--- src/rtl/i2s_slave_rx.sv ---
// I2S receiver running entirely in the mclk domain. It oversamples sclk/ws/sd,
// aligns to the first ws fall, and presents each complete L/R pair together.
module i2s_slave_rx #(
  parameter int d_width       = 24,
  parameter int sclk_ws_ratio = 64
) (
  input  logic               mclk,
  input  logic               reset,
  input  logic               i_sclk,
  input  logic               i_ws,
  input  logic               i_sd,
  output logic [d_width-1:0] o_l_data,
  output logic [d_width-1:0] o_r_data,
  output logic               o_data_valid,
  output logic               o_frame_error
);

  localparam int HALF = sclk_ws_ratio / 2;
  localparam int CW   = $clog2(HALF + 2);
  localparam logic [CW-1:0] W_C    = CW'(d_width);
  localparam logic [CW-1:0] HALF_C = CW'(HALF);
  localparam logic [CW-1:0] SAT_C  = CW'(HALF + 1);

  typedef enum logic [1:0] {ALIGN, LEFT, RIGHT} state_t;
  state_t state, state_n;

  logic               sclk_s1, sclk_s2, sclk_h;
  logic               ws_s1, ws_s2, sd_s1, sd_s2;
  logic               ws_prev, left_ok;
  logic [CW-1:0]      cnt;
  logic [d_width-1:0] sr, hold;

  logic rise_ev, ws_fall, ws_rise, slot_ok;
  assign rise_ev = sclk_s2 & ~sclk_h;
  assign ws_fall = ~ws_s2 & ws_prev;
  assign ws_rise = ws_s2 & ~ws_prev;
  // A slot is good when it carried at least a full word and did not overrun.
  assign slot_ok = (cnt >= W_C) && (cnt <= HALF_C);

  always_ff @(posedge mclk or posedge reset) begin
    if (reset) state <= ALIGN;
    else       state <= state_n;
  end

  always_comb begin
    state_n = state;
    if (rise_ev) begin
      case (state)
        ALIGN:   if (ws_fall) state_n = LEFT;
        LEFT:    if (ws_rise) state_n = RIGHT;
        RIGHT:   if (ws_fall) state_n = LEFT;
        default: state_n = ALIGN;
      endcase
    end
  end

  always_ff @(posedge mclk or posedge reset) begin
    if (reset) begin
      sclk_s1       <= 1'b0;
      sclk_s2       <= 1'b0;
      sclk_h        <= 1'b0;
      ws_s1         <= 1'b0;
      ws_s2         <= 1'b0;
      sd_s1         <= 1'b0;
      sd_s2         <= 1'b0;
      ws_prev       <= 1'b1;
      left_ok       <= 1'b0;
      cnt           <= '0;
      sr            <= '0;
      hold          <= '0;
      o_l_data      <= '0;
      o_r_data      <= '0;
      o_data_valid  <= 1'b0;
      o_frame_error <= 1'b0;
    end else begin
      sclk_s1       <= i_sclk;
      sclk_s2       <= sclk_s1;
      sclk_h        <= sclk_s2;
      ws_s1         <= i_ws;
      ws_s2         <= ws_s1;
      sd_s1         <= i_sd;
      sd_s2         <= sd_s1;
      o_data_valid  <= 1'b0;
      o_frame_error <= 1'b0;
      if (rise_ev) begin
        ws_prev <= ws_s2;
        // The bit at a ws change belongs to the previous slot and is dropped.
        if (state == ALIGN) begin
          cnt     <= '0;
          left_ok <= 1'b0;
        end else if ((state == LEFT && ws_rise) || (state == RIGHT && ws_fall)) begin
          cnt           <= '0;
          o_frame_error <= ~slot_ok;
          if (state == LEFT) begin
            left_ok <= slot_ok;
            if (slot_ok) hold <= sr;
          end else if (slot_ok && left_ok) begin
            o_l_data     <= hold;
            o_r_data     <= sr;
            o_data_valid <= 1'b1;
          end
        end else begin
          if (cnt < W_C)   sr  <= {sr[d_width-2:0], sd_s2};
          if (cnt < SAT_C) cnt <= cnt + 1'b1;
        end
      end
    end
  end

endmodule

--- config.mk ---
export PLATFORM = sky130hd
export DESIGN_NAME = i2s_slave_rx
export DESIGN_NICKNAME = d
export VERILOG_FILES = /design/src/rtl/i2s_slave_rx.sv
export SDC_FILE = /design/constraint.sdc
export NUM_CORES = 1
export LEC_CHECK = 0
export ABC_AREA = 1
export CAP_MARGIN = 20
export CELL_PAD_IN_SITES_DETAIL_PLACEMENT = 1
export CELL_PAD_IN_SITES_GLOBAL_PLACEMENT = 2
export CORE_ASPECT_RATIO = 1.25
export CORE_MARGIN = 2
export CORE_UTILIZATION = 31
export CTS_CLUSTER_SIZE = 30
export DETAILED_ROUTE_END_ITERATION = 10
export GPL_ROUTABILITY_DRIVEN = 0
export PLACE_DENSITY = 0.79
export SLEW_MARGIN = 20
export SYNTH_ARGS = -nofsm -noshare
export SYNTH_HDL_FRONTEND = slang
export SYNTH_SLANG_ARGS = --single-unit
export TNS_END_PERCENT = 30
--- constraint.sdc ---
create_clock -name mclk -period 3.57 [get_ports mclk]
set_clock_uncertainty 0.05 [all_clocks]
set_input_delay 0.5355 -clock mclk [delete_from_list [all_inputs] [get_ports mclk]]
set_output_delay 0.5355 -clock mclk [all_outputs]
set_load 0.1 [all_outputs]
Yosys cells after proc, flatten, opt, wreduce, memory -nomap -nowiden. Cells that the tools add are included. W data, S select, Z words.

Order comparisons: 4. Equality and inequality tests: 4. Reduce and logical (&&, ||, !) cells: 16. Add/subtract/negate cells: 1. Bitwise gates (word level): 10. Multiplexer cells: 17.

Operator list (count): $mux W6 (3); $mux W1 (11); $reduce_and A5 Y1 (2); $not A1 Y1 (7); $add A6 B1 Y6 const B (1); $ge A6 B5 Y1 const B (1); $le A6 B6 Y1 const B (1); $lt A6 B5 Y1 const B (1); $lt A6 B6 Y1 const B (1); $reduce_and A3 Y1 (2); $logic_and A1 B1 Y1 (4); $mux W2 (2); $pmux W2 S2 (1); $reduce_and A4 Y1 (1); $reduce_bool A2 Y1 (2); $and A1 B1 Y1 (3); $reduce_bool A3 Y1 (1); $eq A2 B1 Y1 const B (1); $eq A2 B2 Y1 const B (1); $logic_not A2 Y1 (1); $ne A2 B1 Y1 const B (1); $ne A2 B2 Y1 const B (1); $reduce_and A2 Y1 (1); $reduce_or A2 Y1 (1); $logic_or A1 B1 Y1 (1).

Input bits: 5. Flip-flop bits (word level): 115. Output and inout port bits: 50. Word-level logic and storage cells: 69.

Depth between registers and ports, before layout.
Depth in word-level cells: 8. Depth in mapped cells: 12. Gate-level depth less buffers: 10.

Least setup slack after synthesis. Ideal clock, no wire load.

Kind: register -> register. Start point: register cnt[0]. End point: register o_r_data[10]. Arrival: 1.502 ns. Cell stages (with the launch flop): 12. Period minus slack after synthesis: 1.673 ns. Buffers on the path: 2. Setup time: 0.121 ns. Setup slack: 1.897 ns. Required time: 3.399 ns. Cells stage by stage: dfrtp_1 -> inv_1 -> ha_1 -> inv_1 -> nor2_1 -> nand2_1 -> nand2_1 -> nand2_1 -> buf_2 -> buf_1 -> o21bai_1 -> nand2_1.

Longest elaborated chain between the ends: 4. Elaborated cells between the ends (all ways): 5. Classes of those cells: order compare (2); reduce/logical (3).

Ends and longest elaborated chain: start, declared (line 30) `logic [CW-1:0] cnt;`; start signal, assigned (line 104) `if (cnt < SAT_C) cnt <= cnt + 1'b1;`; $ge A6 B5 Y1 or $le A6 B6 Y1 (tied branches) (line 38) `assign slot_ok = (cnt >= W_C) && (cnt <= HALF_C);`; $logic_and A1 B1 Y1 * (line 38); $logic_and A1 B1 Y1 * (line 97) `end else if (slot_ok && left_ok) begin`; $reduce_and A5 Y1 (no source line) *; end signal, assigned (line 99) `o_r_data <= sr;`; end, declared (line 13) `output logic [d_width-1:0] o_r_data,`.

Mark *: on every way between the ends. The rest lies on a longest branch, timed or not. A chain may end at the register's enable or synchronous reset.

Final worst setup path.
Start point: register o_l_data[19]. End point: output port o_l_data[19].

RTL lines: start, declared (line 12) `output logic [d_width-1:0] o_l_data,`; start signal, assigned (line 98) `o_l_data <= hold;`.

No word-level cell between the ends.

==> impl.org <==
** Run status
- The flow ran to the end, and the final reports show no timing, DRC or antenna violations.

** Logic synthesis
- Area contributors post-synth :: sky130_fd_sc_hd__dfrtp_1 (57%), sky130_fd_sc_hd__nand2_1 (17%), sky130_fd_sc_hd__o21bai_1 (7.2%)
- Among all flip-flop cells after synthesis, the most frequent one is sky130_fd_sc_hd__dfrtp_1.
- Cell type with the largest total area after synthesis :: sky130_fd_sc_hd__dfrtp_1
- By instance count, the leading cell after synthesis is sky130_fd_sc_hd__nand2_1.
- The number of nets handed over by synthesis was ~580.
- Synth top cells by count :: sky130_fd_sc_hd__nand2_1 (222), sky130_fd_sc_hd__dfrtp_1 (114), sky130_fd_sc_hd__inv_1 (66), sky130_fd_sc_hd__o21bai_1 (48), sky130_fd_sc_hd__nand3_1 (34)
- The number of different library cells used by synthesis comes to 26.
- Total number of yosys warnings :: 0
- Averaged over all synthesized cells, the footprint is 8.65 um2.
- The synthesized design contains 0 enable-type register cells.
- Async SR Flop Fraction :: 100%
- Synth top area share :: 57.4%
- The share of the Yosys chip area taken by registers is approximately 58%.
- After synthesis the netlist holds a flip-flop and latch count of 115.
- Counting every instance in the synthesized netlist gives 575.
- Summing every instance area after synthesis gives 4970 um2.

** Placed design
- DP Wirelength :: 8.00 mm
- Number of buffer cells added on primary ports :: 54

** Setup path
- Worst EP arrival :: approximately 2.0 ns
- Startpoint-to-endpoint class of the critical path :: reg -> out
- The critical path goes through clkdlybuf4s50_1.
- Slowest-stage cell, CP :: sky130_fd_sc_hd__clkdlybuf4s50_1
- The worst setup path is captured at an output pin.
- Cell type group with the largest total delay on the critical path :: buffers and inverters
- In this run the register-to-register setup slack is 1.16 ns.
- Data required time of the worst path :: 2.98 ns
- Count of buffering cells on the critical path with inverters included :: 1
- Number of logic stages on the critical path including buffering :: 1
- Worst path max stage delay :: 1.16 ns
- Number of cells traversed by the worst register-to-register path :: 10
- The worst setup path is launched from a register.
- Along the worst path, the maximum fanout reaches 2.

** Die
- In this run the vertical extent of the chip is 146 um.
- The floorplan step defined a die boundary enclosing 17100 um2.
- Overall die width :: approximately 120 um
- For this configuration, the core starts out at a cell density of 31.8%.
- Core Area :: around 16000 um2
- Pin placement for this block handled 55 I/O pins.
- Placement Rows :: 51

** Global routing
- Global routing used about 16% of the available tracks across all layers.
- The number of global-route vias before repair was 4119.
- The number of antenna violations at the first check in global routing was 0.
- For this run, global-route usage on met3 was measured as 3.87%.
- For met2 alone, demand over resource in global routing was between 20% and 30%.
- The total overflow left after global routing is 0.
- met2 is the most crowded layer.
- Largest net degree at the start of global routing :: 94
- Global-route wire length before repair :: 21.1 mm
- Global routing used 20.3% of the available met1 tracks.

** Drt
- Wires add up to 12.4 mm.
- Antenna viol nets, final :: 0
- Dividing the detail-routed via count by the number of cells gives roughly 4.5.
- Vias after detailed routing :: 3873
- Dividing the detail-routed wire length by the instance count gives 14.5 um.
- Number of DRC markers after the initial detailed-route iteration :: 165
- DR pass1 iterations :: 4
- DRC violation count after routing :: 0

** Final layout
- The repair_antennas step left the layout with diodes totalling 0.
- The area growth from synthesis to layout is 25.4%.
- Share of layout cells above drive strength 1 :: 7.18%
- Final #Nets :: between 600 and 700
- Total of fill cells in the finished design :: 1847

** CTS
- CTS HTree Levels :: 4
- Number of hold-repair buffers added at the cts stage :: 0
- The clock net in this run drives a total of 115 sinks.
- Master cell of the clock root buffer :: sky130_fd_sc_hd__clkbuf_16
- Gates resized during post-CTS repair numbered 0.
- Buffers added to address setup during post-CTS repair amount to 0.
- TritonCTS built the clock tree.
- Maximum buffer depth of the clock tree :: 2
- For the worst-skew pair, the clock arrives at the later sink with an insertion delay of ~0.42 ns.
- TritonCTS created 17 clock buffers.
- After clock tree synthesis, the clock-pin slew on the worst setup and hold paths is 0.05 ns.

** Power
- Sw Share :: 27.2%
- Sum of internal, switching and leakage power :: 3.29 mW
- Internal :: 2.40 mW
- Psw :: 0.895 mW
- Clock power share :: 45.3%
- IR analysis of the VDD net gives a maximum drop of 0.244 mV.
- Sequential cell fraction of total power :: roughly 45%
- Summed over all cells, the static leakage comes to between 3 and 4 nW.
- Power share of the combinational group :: 10.1%
- Power density normalized to cell area :: 528 nW/um2

** Run
- Max-cap violations in this run came to 0.

** Timing
- Final Slew Violations :: 0
- The final hold violation count was 0.
- Setup violations remaining at the end of the flow were counted as 0.
- Final period util :: 71.1%
- RSZ-0062 raised after global routing :: no
- After layout, the minimum clock period comes to 2.54 ns.
- Highest clock frequency the design can meet :: 394 MHz
- Worst relative slew slack :: between 30% and 40%
- Total Negative Setup Slacks :: 0 ns
- Measured slew at the worst slew-check pin :: around 1 ns

** Worst hold path
- Number of cells traversed by the worst hold path :: 0
- Min-delay worst type :: reg -> reg
metrics by stage:
stage	utilization [%]	worst slack (ns)	cells	instance area, um2	hold WS (ns)
2_1_floorplan	-	1.59	575	4970	0.281
3_3_place_gp	36.6	1.21	822	5720	0.285
6_report	39.9	1.03	853	6240	0.295
3_5_place_dp	36.6	1.14	822	5720	0.286
4_1_cts	39.9	1.00	853	6240	0.298
5_1_grt	39.9	0.884	853	6240	0.302
worst paths after layout:
| check | start | endpoint |
|---|---|---|
| max | o_l_data[19]$_DFFE_PP0P_ | o_l_data[19] |
| min | ws_s1$_DFF_PP0_ | ws_s2$_DFF_PP0_ |
| max reg2reg | cnt[0]$_DFFE_PP0P_ | o_l_data[7]$_DFFE_PP0P_ |
| min reg2reg | ws_s1$_DFF_PP0_ | ws_s2$_DFF_PP0_ |
| max in group asynchronous | reset | o_r_data[3]$_DFFE_PP0P_ |
| min in group asynchronous | reset | o_l_data[22]$_DFFE_PP0P_ |
layout make-up:
cell class | instances | area (um2) | area share (%)
Clock buffer | 25 | 485 | 7.78
Timing Repair Buffer | 63 | 621 | 9.95
Sequential cell | 115 | 2880 | 46.2
Clock inverter | 6 | 30.0 | 0.482
Inverter | 68 | 259 | 4.15
Multi-Input combinational cell | 364 | 1700 | 27.2
Tap cell | 212 | 265 | 4.25
flip-flops by register name (all words and copies together), names as in the netlist, 2 cells and up:
signal,flops
state,2
o_l_data,24
cnt,6
sr,24
hold,24
o_r_data,24
cell usage in the layout (no fill, tap or decap), drive strengths merged, types with 3 or more instances in the layout:
| cell | synthesis | routed |
|---|---|---|
| clkinv | 0 | 6 |
| ha | 3 | 3 |
| buf | 13 | 9 |
| o21ai | 28 | 28 |
| nor2 | 19 | 19 |
| nand3 | 35 | 35 |
| clkbuf | 15 | 25 |
| o21bai | 48 | 48 |
| clkdlybuf4s50 | 0 | 54 |
| dfrtp | 114 | 114 |
| nand2 | 224 | 224 |
| inv | 68 | 67 |
layer usage:
metal | part of all wire [%] | wire, um
met5 | 0 | 0
met4 | 2.2 | 268
met1 | 46 | 5650
met3 | 2.8 | 345
met2 | 50 | 6140
power by group through the flow:
| stage | clock (mW) | sequential [mW] | combinational (mW) |
|---|---|---|---|
| 3_3_place_gp | 0 | 1.48 | 0.326 |
| 3_5_place_dp | 0 | 1.49 | 0.343 |
| 4_1_cts | 1.53 | 1.47 | 0.343 |
| 5_1_grt | 1.58 | 1.48 | 0.383 |
| 6_report | 1.49 | 1.47 | 0.334 |
| 2_1_floorplan | 0 | 1.47 | 0.246 |
logic make-up (layout without fill, tap and decap cells):
group | count (synthesis) | in the layout | synth area share (%)
AND/OR/NAND/NOR | 283 | 283 | 23.0
adder cells (fa/ha/maj) | 3 | 3 | 0.755
buffers and inverters | 96 | 162 | 7.95
flip-flops | 115 | 115 | 57.9
AO/OA/AOI/OAI | 77 | 77 | 10.2
XOR/XNOR | 1 | 1 | 0.176
No activity file was read; power rests on OpenSTA's default activity.
